File: src/rtl/tmds_encoder_pipelined_if.sv
// Parallel-side bus of the TMDS encoder: shared mode, per-lane payloads and
// per-lane 10-bit symbols back towards the serialiser.
interface tmds_encoder_pipelined_if #(
  parameter int CHANNELS = 3
);
  logic [2:0]            mode;
  logic [8*CHANNELS-1:0] video_data;
  logic [4*CHANNELS-1:0] data_island_data;
  logic [2*CHANNELS-1:0] control_data;
  logic [10*CHANNELS-1:0] tmds;
  logic                  mode_error;

  modport master (
    output mode, video_data, data_island_data, control_data,
    input  tmds, mode_error
  );

  modport slave (
    input  mode, video_data, data_island_data, control_data,
    output tmds, mode_error
  );
endinterface

File: src/rtl/tmds_encoder_pipelined.sv
// Multi-lane two-stage TMDS encoder. Stage 1 registers the transition-minimised
// word, its ones count and the precomputed non-video symbol; stage 2 applies
// DC balancing with a per-lane running disparity and drives the symbol.

module tmds_encoder_lane #(
  parameter int         CN           = 0,
  parameter logic [9:0] RESET_SYMBOL = 10'b1101010100
) (
  input  logic       clk_pixel,
  input  logic       reset_n,
  input  logic [2:0] mode,     // live input mode (stage-1 symbol select)
  input  logic [2:0] mode_s1,  // registered mode (stage-2 behaviour)
  input  logic [7:0] video,
  input  logic [3:0] nibble,
  input  logic [1:0] ctl,
  output logic [9:0] tmds
);
  localparam logic [2:0] M_CTL = 3'd0;
  localparam logic [2:0] M_VID = 3'd1;
  localparam logic [2:0] M_VGB = 3'd2;
  localparam logic [2:0] M_DI  = 3'd3;
  localparam logic [2:0] M_IGB = 3'd4;

  localparam logic [9:0] GB_POS = 10'b1011001100;
  localparam logic [9:0] GB_NEG = 10'b0100110011;

  typedef struct packed {
    logic [8:0] qm;
    logic [3:0] n1;
    logic [9:0] sym;
  } s1_t;

  function automatic logic [9:0] terc4(input logic [3:0] n);
    logic [9:0] r;
    case (n)
      4'h0: r = 10'b1010011100;
      4'h1: r = 10'b1001100011;
      4'h2: r = 10'b1011100100;
      4'h3: r = 10'b1011100010;
      4'h4: r = 10'b0101110001;
      4'h5: r = 10'b0100011110;
      4'h6: r = 10'b0110001110;
      4'h7: r = 10'b0100111100;
      4'h8: r = 10'b1011001100;
      4'h9: r = 10'b0100111001;
      4'hA: r = 10'b0110011100;
      4'hB: r = 10'b1011000110;
      4'hC: r = 10'b1010001110;
      4'hD: r = 10'b1001110001;
      4'hE: r = 10'b0101100011;
      default: r = 10'b1011000011;
    endcase
    return r;
  endfunction

  function automatic logic [9:0] ctl_sym(input logic [1:0] c);
    logic [9:0] r;
    case (c)
      2'b00: r = 10'b1101010100;
      2'b01: r = 10'b0010101011;
      2'b10: r = 10'b0101010100;
      default: r = 10'b1010101011;
    endcase
    return r;
  endfunction

  s1_t        s1, s1_d;
  logic [3:0] n1_d;
  logic       use_xnor, acc;

  // Stage-1 next state: transition minimisation, ones count, non-video symbol
  always_comb begin
    s1_d = '0;
    n1_d = '0;
    for (int b = 0; b < 8; b++) n1_d = n1_d + {3'b000, video[b]};
    use_xnor = (n1_d > 4'd4) || ((n1_d == 4'd4) && !video[0]);
    acc = video[0];
    s1_d.qm[0] = acc;
    for (int b = 1; b < 8; b++) begin
      acc = use_xnor ? ~(acc ^ video[b]) : (acc ^ video[b]);
      s1_d.qm[b] = acc;
    end
    s1_d.qm[8] = ~use_xnor;
    for (int b = 0; b < 8; b++) s1_d.n1 = s1_d.n1 + {3'b000, s1_d.qm[b]};
    case (mode)
      M_VGB:   s1_d.sym = (CN == 1) ? GB_NEG : GB_POS;
      M_DI:    s1_d.sym = terc4(nibble);
      M_IGB:   s1_d.sym = (CN == 0) ? terc4({2'b11, ctl}) : GB_NEG;
      default: s1_d.sym = ctl_sym(ctl);
    endcase
  end

  // Stage-1 register; reset content is the CTL=00 control slot
  always_ff @(posedge clk_pixel or negedge reset_n) begin
    if (!reset_n) begin
      s1.qm  <= '0;
      s1.n1  <= '0;
      s1.sym <= RESET_SYMBOL;
    end else begin
      s1 <= s1_d;
    end
  end

  logic signed [5:0] cnt, cnt_d, diff;
  logic [9:0]        tmds_d;
  logic              q8;
  logic [7:0]        qm;

  assign q8   = s1.qm[8];
  assign qm   = s1.qm[7:0];
  // N1 - N0 = 2*N1 - 8
  assign diff = $signed({1'b0, s1.n1, 1'b0}) - 6'sd8;

  // Stage-2 next state: DC balance for video, table symbol otherwise
  always_comb begin
    tmds_d = tmds;
    cnt_d  = '0;
    case (mode_s1)
      M_VID: begin
        if ((cnt == 6'sd0) || (s1.n1 == 4'd4)) begin
          tmds_d = {~q8, q8, q8 ? qm : ~qm};
          cnt_d  = q8 ? (cnt + diff) : (cnt - diff);
        end else if (((cnt > 6'sd0) && (s1.n1 > 4'd4)) ||
                     ((cnt < 6'sd0) && (s1.n1 < 4'd4))) begin
          tmds_d = {1'b1, q8, ~qm};
          cnt_d  = cnt + (q8 ? 6'sd2 : 6'sd0) - diff;
        end else begin
          tmds_d = {1'b0, q8, qm};
          cnt_d  = cnt - (q8 ? 6'sd0 : 6'sd2) + diff;
        end
      end
      M_CTL, M_VGB, M_DI, M_IGB: tmds_d = s1.sym;
      default: tmds_d = tmds;  // illegal mode: hold last symbol
    endcase
  end

  // Stage-2 register: output symbol and running disparity
  always_ff @(posedge clk_pixel or negedge reset_n) begin
    if (!reset_n) begin
      tmds <= RESET_SYMBOL;
      cnt  <= '0;
    end else begin
      tmds <= tmds_d;
      cnt  <= cnt_d;
    end
  end
endmodule

module tmds_encoder_pipelined #(
  parameter int         CHANNELS     = 3,
  parameter logic [9:0] RESET_SYMBOL = 10'b1101010100
) (
  input  logic clk_pixel,
  input  logic reset_n,
  tmds_encoder_pipelined_if.slave bus
);
  logic [CHANNELS-1:0][7:0] vid;
  logic [CHANNELS-1:0][3:0] nib;
  logic [CHANNELS-1:0][1:0] ctl;
  logic [CHANNELS-1:0][9:0] sym;
  logic [2:0]               mode_s1;
  logic                     err_s1, mode_error_q;

  assign vid = bus.video_data;
  assign nib = bus.data_island_data;
  assign ctl = bus.control_data;
  assign bus.tmds       = sym;
  assign bus.mode_error = mode_error_q;

  // Shared stage-1 mode and illegal flag; reset parks the pipe in control mode
  always_ff @(posedge clk_pixel or negedge reset_n) begin
    if (!reset_n) begin
      mode_s1 <= 3'd0;
      err_s1  <= 1'b0;
    end else begin
      mode_s1 <= bus.mode;
      err_s1  <= (bus.mode > 3'd4);
    end
  end

  // Illegal-mode pulse aligned with the held output slot
  always_ff @(posedge clk_pixel or negedge reset_n) begin
    if (!reset_n) mode_error_q <= 1'b0;
    else          mode_error_q <= err_s1;
  end

  for (genvar i = 0; i < CHANNELS; i++) begin : g_lane
    tmds_encoder_lane #(
      .CN           (i % 3),
      .RESET_SYMBOL (RESET_SYMBOL)
    ) u_lane (
      .clk_pixel (clk_pixel),
      .reset_n   (reset_n),
      .mode      (bus.mode),
      .mode_s1   (mode_s1),
      .video     (vid[i]),
      .nibble    (nib[i]),
      .ctl       (ctl[i]),
      .tmds      (sym[i])
    );
  end
endmodule

File: src/flat_wrapper.sv
// flat-port wrapper written by rule: the top's interface ports become plain ports
module tmds_encoder_pipelined_flat 
#(
  parameter int         CHANNELS     = 3,
  parameter logic [9:0] RESET_SYMBOL = 10'b1101010100
)
  (clk_pixel, reset_n, bus_mode, bus_video_data, bus_data_island_data, bus_control_data, bus_tmds, bus_mode_error);
  tmds_encoder_pipelined_if #(.CHANNELS(CHANNELS)) bus_i ();
  input  logic clk_pixel;
  input  logic reset_n;
  input wire logic [$bits(bus_i.mode)-1:0] bus_mode;
  input wire logic [$bits(bus_i.video_data)-1:0] bus_video_data;
  input wire logic [$bits(bus_i.data_island_data)-1:0] bus_data_island_data;
  input wire logic [$bits(bus_i.control_data)-1:0] bus_control_data;
  output wire logic [$bits(bus_i.tmds)-1:0] bus_tmds;
  output wire logic [$bits(bus_i.mode_error)-1:0] bus_mode_error;
  assign bus_i.mode = bus_mode;
  assign bus_i.video_data = bus_video_data;
  assign bus_i.data_island_data = bus_data_island_data;
  assign bus_i.control_data = bus_control_data;
  assign bus_tmds = bus_i.tmds;
  assign bus_mode_error = bus_i.mode_error;
  tmds_encoder_pipelined #(.CHANNELS(CHANNELS), .RESET_SYMBOL(RESET_SYMBOL)) u_core (.clk_pixel(clk_pixel), .reset_n(reset_n), .bus(bus_i));
endmodule
File: config.mk
export PLATFORM = sky130hd
export DESIGN_NAME = tmds_encoder_pipelined_flat
export DESIGN_NICKNAME = d
export VERILOG_FILES = /design/src/rtl/tmds_encoder_pipelined_if.sv /design/src/rtl/tmds_encoder_pipelined.sv /design/src/flat_wrapper.sv
export SDC_FILE = /design/constraint.sdc
export NUM_CORES = 1
export LEC_CHECK = 0
export CORE_AREA = 2 2 138 241
export CTS_CLUSTER_SIZE = 8
export DETAILED_ROUTE_END_ITERATION = 8
export DIE_AREA = 0 0 140 243
export HOLD_SLACK_MARGIN = 0.05
export PLACE_DENSITY = 0.45
export SETUP_SLACK_MARGIN = 0.02
export SLEW_MARGIN = 20
export SYNTH_ARGS = -nofsm -noshare
export SYNTH_HDL_FRONTEND = slang
export SYNTH_SLANG_ARGS = --single-unit
File: constraint.sdc
create_clock -name clk_pixel -period 3.44 [get_ports clk_pixel]
set_input_delay 0.344 -clock clk_pixel [delete_from_list [all_inputs] [get_ports clk_pixel]]
set_output_delay 0.344 -clock clk_pixel [all_outputs]
set_load 0.02 [all_outputs]
Yosys cells after proc, flatten, opt, wreduce, memory -nomap -nowiden --
Memories as Yosys holds them, arrays and structs flattened. Cells that the tools add are included.
Word-level totals: output and inout bits 31, word-level logic and storage cells 259, bits in registers 122, ROM bits 480, bits of input ports 47, bits in latches 0, memory bits (writable) 0, memories kept 3
Cells by class: equal/unequal tests 19, $add $sub $neg 63, bitwise operators 51, magnitude comparators 16, shift operators 0, $mul 0, reduce and logical (&&, ||, !) cells 31, div/mod/pow operators 0, mux-type cells 58
Memories:
- (no name shown) | depth 16, bits a word 10, read ports 1, clocked after memory_dff 0, write ports 0, RTL line tmds_encoder_pipelined.sv:35 | case (n)
- (no name shown) | depth 16, bits a word 10, read ports 1, clocked after memory_dff 0, write ports 0, RTL line tmds_encoder_pipelined.sv:35
- (no name shown) | depth 16, bits a word 10, read ports 1, clocked after memory_dff 0, write ports 0, RTL line tmds_encoder_pipelined.sv:35
Operators by type and width (number):
- $pmux 10 s3 | 6
- $add 4x1->4 | 24
- $pmux 10 s2 | 4
- $mux 6 | 12
- $mux 10 | 6
- $add 6x6->6 | 6
- $sub 6x6->6 | 6
- $not 1->1 | 27
- $add 3x1->4 | 6
- $eq 4x3->1 const B | 6
- $gt 4x3->1 const B | 6
- $mux 8 | 3
- $not 8->8 | 3
- $mux 1 | 21
- $xor 1x1->1 | 21
- $add 2x1->3 | 6
- $add 6x3->6 | 3
- $gt 6x1->1 const B | 3
- $logic_not 6->1 | 3
- $lt 6x1->1 const B | 3
- $sub 5x4->6 const B | 3
- $sub 6x3->6 | 3
- $add 1x1->2 | 6
- $eq 3x2->1 const B | 4
- other kinds (15) | 47

Depth between registers and ports, before layout --
Gate-level depths: netlist of run 1.
depth in word-level cells 30, gate-level depth with buffers 21, mapped depth without buffers 20

Cells and area by module --
From an unflattened synthesis of run 1, not the netlist that was laid out.
Unflattened totals: cells, all modules 960, area total of the unflattened synthesis 9475.3 um^2
Modules (own cells, without submodules):
- tmds_encoder_lane (u_core.g_lane[0].u_lane) | cells each 341, instances 1, sequential area each 963.4 um^2, area each 3243.1 um^2
- tmds_encoder_lane (u_core.g_lane[2].u_lane) | cells each 308, instances 1, sequential area each 963.4 um^2, area each 3091.7 um^2
- tmds_encoder_lane (u_core.g_lane[1].u_lane) | cells each 305, instances 1, sequential area each 963.4 um^2, area each 3007.9 um^2
- tmds_encoder_pipelined | cells each 6, instances 1, sequential area each 125.1 um^2, area each 132.6 um^2

Worst setup path before layout of run 1 --
Ideal clock, no wire load.
kind input to register, start point input bus_video_data[8], end point register u_core.g_lane[1].u_lane.s1[12] in the netlist's numbering, required time 3.317 ns, arrival time 5.646 ns, buffers on the path 0, library setup time 0.123 ns, path slack -2.329 ns, stages 20, cells stage by stage inv_1 > fa_1 > fa_1 > fa_1 > inv_1 > ha_1 > fa_1 > nor3b_1 > o21ai_0 > a21oi_1 > xnor2_1 > inv_1 > fa_1 > fa_1 > inv_1 > fa_1 > ha_1 > inv_1 > fa_1 > xnor2_1
RTL lines:
- start: declaration | RTL line flat_wrapper.sv:12 | input wire logic [$bits(bus_i.video_data)-1:0] bus_video_data;
- end: declaration | RTL line tmds_encoder_pipelined.sv:67 | s1_t s1, s1_d;

==> results by group, run 1 <==
Detailed routing
  – DRT iter0 DRCs: 209
  – DRT antenna net count: 0
  – Via count: 7386
  – Drt first pass iters: 7
  – Routed vias/inst: 4.69
  – Final routed DRC violation total: 6
  – Wire per inst: 16.7 um
  – WL final: 26.3 mm

Status
  – Violations in the final reports: DRC, setup timing
  – Status: finished with violations

Timing
  – FMAX: 0.184 GHz
  – Final Setup Violations: 16
  – Slew @ Worst Pin: 0.967 ns
  – Clock skew: 0.0113 ns
  – Fin. max-slew vios: 0
  – Fin Hold WS: 0.151 ns
  – Final min period: 5.43 ns
  – Final TNS setup: -21.19 ns
  – Rel. slew slack: 35.5%
  – Final-report hold violation count: 0
  – Final period utilization: 158%
  – RSZ-0062 raised after global routing: yes
  – PnR worst setup slack: -1.99 ns

Clock tree
  – Clock Pin Slew Worst Setup and Hold Paths: 0.06 ns
  – Clk sinks: 119
  – CTS max path bufs: 2
  – Worst-Skew Late Latency: 0.42 ns
  – Root buffer cell: clkbuf_16
  – Num CTS Buffers: 17
  – CTS H-tree depth: 4
  – CTS tree: yes

Synthesis
  – Async SR Flop Fraction: 100%
  – Cell count after synthesis: 994
  – Yosys Warn Count: 0
  – Synth Area per Inst: 9.54 um2
  – Register area share after synthesis: 31.8%
  – Yosys cell types: 57
  – Post-synth EDFFs: 0
  – Ys flop type: dfrtp_1
  – Synthesized area: 0.00948 mm2
  – Synthesized Nets: 1202
  – FF+latch count, synth: 119

Placement
  – I/O Buffers: 77
  – Cell area after placement: 0.0114 mm2
  – Place WS: -2.87 ns
  – DP HPWL: 20.7 mm
  – GP Congestion: 0.850

Worst setup path
  – Largest fanout on the critical path: 3
  – Crit Path Class: in2reg
  – CP Launch Type: input pin
  – Worst EP arrival: 5.74 ns
  – Crit. End Element: flop
  – Critical path data required time: 3.75 ns

GRT
  – Pin count of the biggest net entering global routing: 53
  – Initial antenna violation count: 0
  – GRT Util Overall: 15.9%
  – Vias in the first global route: 7918
  – GR Overflow Total: 0
  – First-pass GRT wire length: 42.0 mm

Job
  – Max-cap violations: 0

Finish
  – # nets final: 1371
  – Commonest non-fill, non-tap cells in the layout: inv_1, ha_1, buf_4, dfrtp_1, clkdlybuf4s50_1
  – FILL cells: 3179
  – Commonest non-fill, non-tap cell in the layout: inv_1
  – Layout cells sized above 1: 21.3%
  – Final Cell Area: 0.0124 mm2
  – # diodes: 0
  – Layout area overhead: 30.4%

Worst hold path
  – Worst min path class: in2reg

Floorplanning
  – DIE HEIGHT: 243 um
  – Die footprint: 0.0340 mm2
  – Die X: 140 um
  – Core Region: 0.0321 mm2
  – Top Ports: 78
  – Cell Rows: 87
  – Starting Density: 29.5%

Power
  – Leakage: 5.72 nW
  – Final Power: 12.2 mW
  – VDD IR max: 0.458 mV
  – Cell Pwr Density: 983 mW/mm2
==> cells by family after synthesis <==
kind of cell | after synthesis | synth area share (%)
adder cells (fa/ha/maj) | 161 | 24.2
AO/OA/AOI/OAI | 250 | 16.6
multiplexers | 13 | 1.68
flip-flops | 119 | 31.8
XOR/XNOR | 98 | 9.56
buffers and inverters | 173 | 6.97
AND/OR/NAND/NOR | 180 | 9.20
==> flip-flops by register name (all words and copies together), names as in the netlist <==
signal                     count
u_core.err_s1                  1
u_core.g_lane.u_lane.qm       24
u_core.g_lane.u_lane.cnt      15
u_core.g_lane.u_lane.s1       42
u_core.bus.mode_error          1
u_core.g_lane.u_lane.tmds     30
u_core.g_lane.u_lane.q8        3
u_core.mode_s1                 3
==> what timing repair did <==
item,CTS,global route
pin swaps,46,42
gates cloned,0,0
hold buffers,1,0
resized for setup,79,28
endpoints found under the setup margin,27,23
setup buffers,18,13
endpoints found under the hold margin,34,0
==> through the flow <==
step,utilization (%),cells
after detailed placement,35.6,1521
after floorplan,-,994
after CTS,38.0,1569
final,38.5,1576
after global placement,35.6,1521
after global routing,38.5,1576
==> layer usage <==
layer | vias up | GRT usage [%] | share of wire, %
li1 | 3684 | - | -
met1 | 3569 | 16.5 | 38
met2 | 104 | 31.6 | 58
met3 | 29 | 2.15 | 1.8
met4 | 0 | 5.85 | 2.5
met5 | - | 0 | 0
==> final cells by class <==
cell class / instances / area (um2) / share of cell area (%)
multi-input cells: 702 / 6100 / 49.4
flip-flops and latches: 119 / 3020 / 24.4
repair buffers: 184 / 1670 / 13.5
inverters: 139 / 562 / 4.54
well taps: 400 / 500 / 4.05
clock buffers: 22 / 454 / 3.67
clock inverters: 10 / 58.8 / 0.476
==> worst max-delay path, cell delays in order <==
cell and delay (ns):
buf_8 0.08, inv_4 0.03, fa_1 0.55, fa_1 0.43, fa_1 0.51, inv_2 0.05, ha_4 0.15, fa_1 0.45
nor3b_2 0.20, o21ai_1 0.10, a21oi_2 0.25, xor2_1 0.22, inv_1 0.08, fa_1 0.47, fa_1 0.54, inv_2 0.04
fa_2 0.54, ha_4 0.13, inv_2 0.04, fa_2 0.53, inv_2 0.03
==> synth_stat cells (all sizes together) (10+ instances only) <==
| library cell | number | share of area, % |
|---|---|---|
| nor3b | 11 | 0.87 |
| o21a | 10 | 0.87 |
| mux2i | 10 | 1.3 |
| clkbuf | 31 | 1.2 |
| o21ai | 67 | 3.6 |
| a211oi | 13 | 1.0 |
| nand2 | 55 | 2.2 |
| a22oi | 31 | 2.5 |
| xnor2 | 77 | 7.2 |
| xor2 | 18 | 1.7 |
| nor2b | 16 | 1.1 |
| inv | 139 | 5.5 |
| nand2b | 11 | 0.73 |
| fa | 37 | 7.8 |
| a21oi | 62 | 3.3 |
| nor2 | 58 | 2.3 |
| dfstp | 30 | 8.3 |
| ha | 124 | 16 |
| dfrtp | 89 | 23 |
| o211ai | 11 | 0.87 |
| a21o | 11 | 0.88 |
==> path summary, 6_finish.rpt <==
check	startpoint	slack, ns	end	cells past startpoint
hold reg to reg	u_core.err_s1	0.35	u_core.bus.mode_error	0
setup / recovery	bus_video_data[11]	-1.99	u_core.g_lane[1].u_lane.s1[11]	21
min in group asynchronous	reset_n	0.48	u_core.g_lane[0].u_lane.cnt[1]	2
setup reg to reg	u_core.g_lane[2].u_lane.q8	0.66	u_core.g_lane[2].u_lane.cnt[3]	8
hold / removal	bus_video_data[0]	0.15	u_core.g_lane[0].u_lane.qm[0]	2
max in group asynchronous	reset_n	2.12	u_core.g_lane[1].u_lane.tmds[2]	3
==> where the power goes <==
group	internal (mW)	switching, mW	total [mW]
sequential	1.88	0.368	2.24
combinational	4.18	4.17	8.35
clock	0.928	0.629	1.56
No activity file was read; power rests on OpenSTA's default activity.
==> run 2: changes to the inputs <==
--- a/config.mk
+++ b/config.mk
@@ -12,7 +12,7 @@
 export HOLD_SLACK_MARGIN = 0.05
 export PLACE_DENSITY = 0.45
 export SETUP_SLACK_MARGIN = 0.02
-export SLEW_MARGIN = 20
+export SLEW_MARGIN = 0
 export SYNTH_ARGS = -nofsm -noshare
 export SYNTH_HDL_FRONTEND = slang
 export SYNTH_SLANG_ARGS = --single-unit
==> results of run 2 <==
Final layout, timing and power as in run 1 (identical DEF).
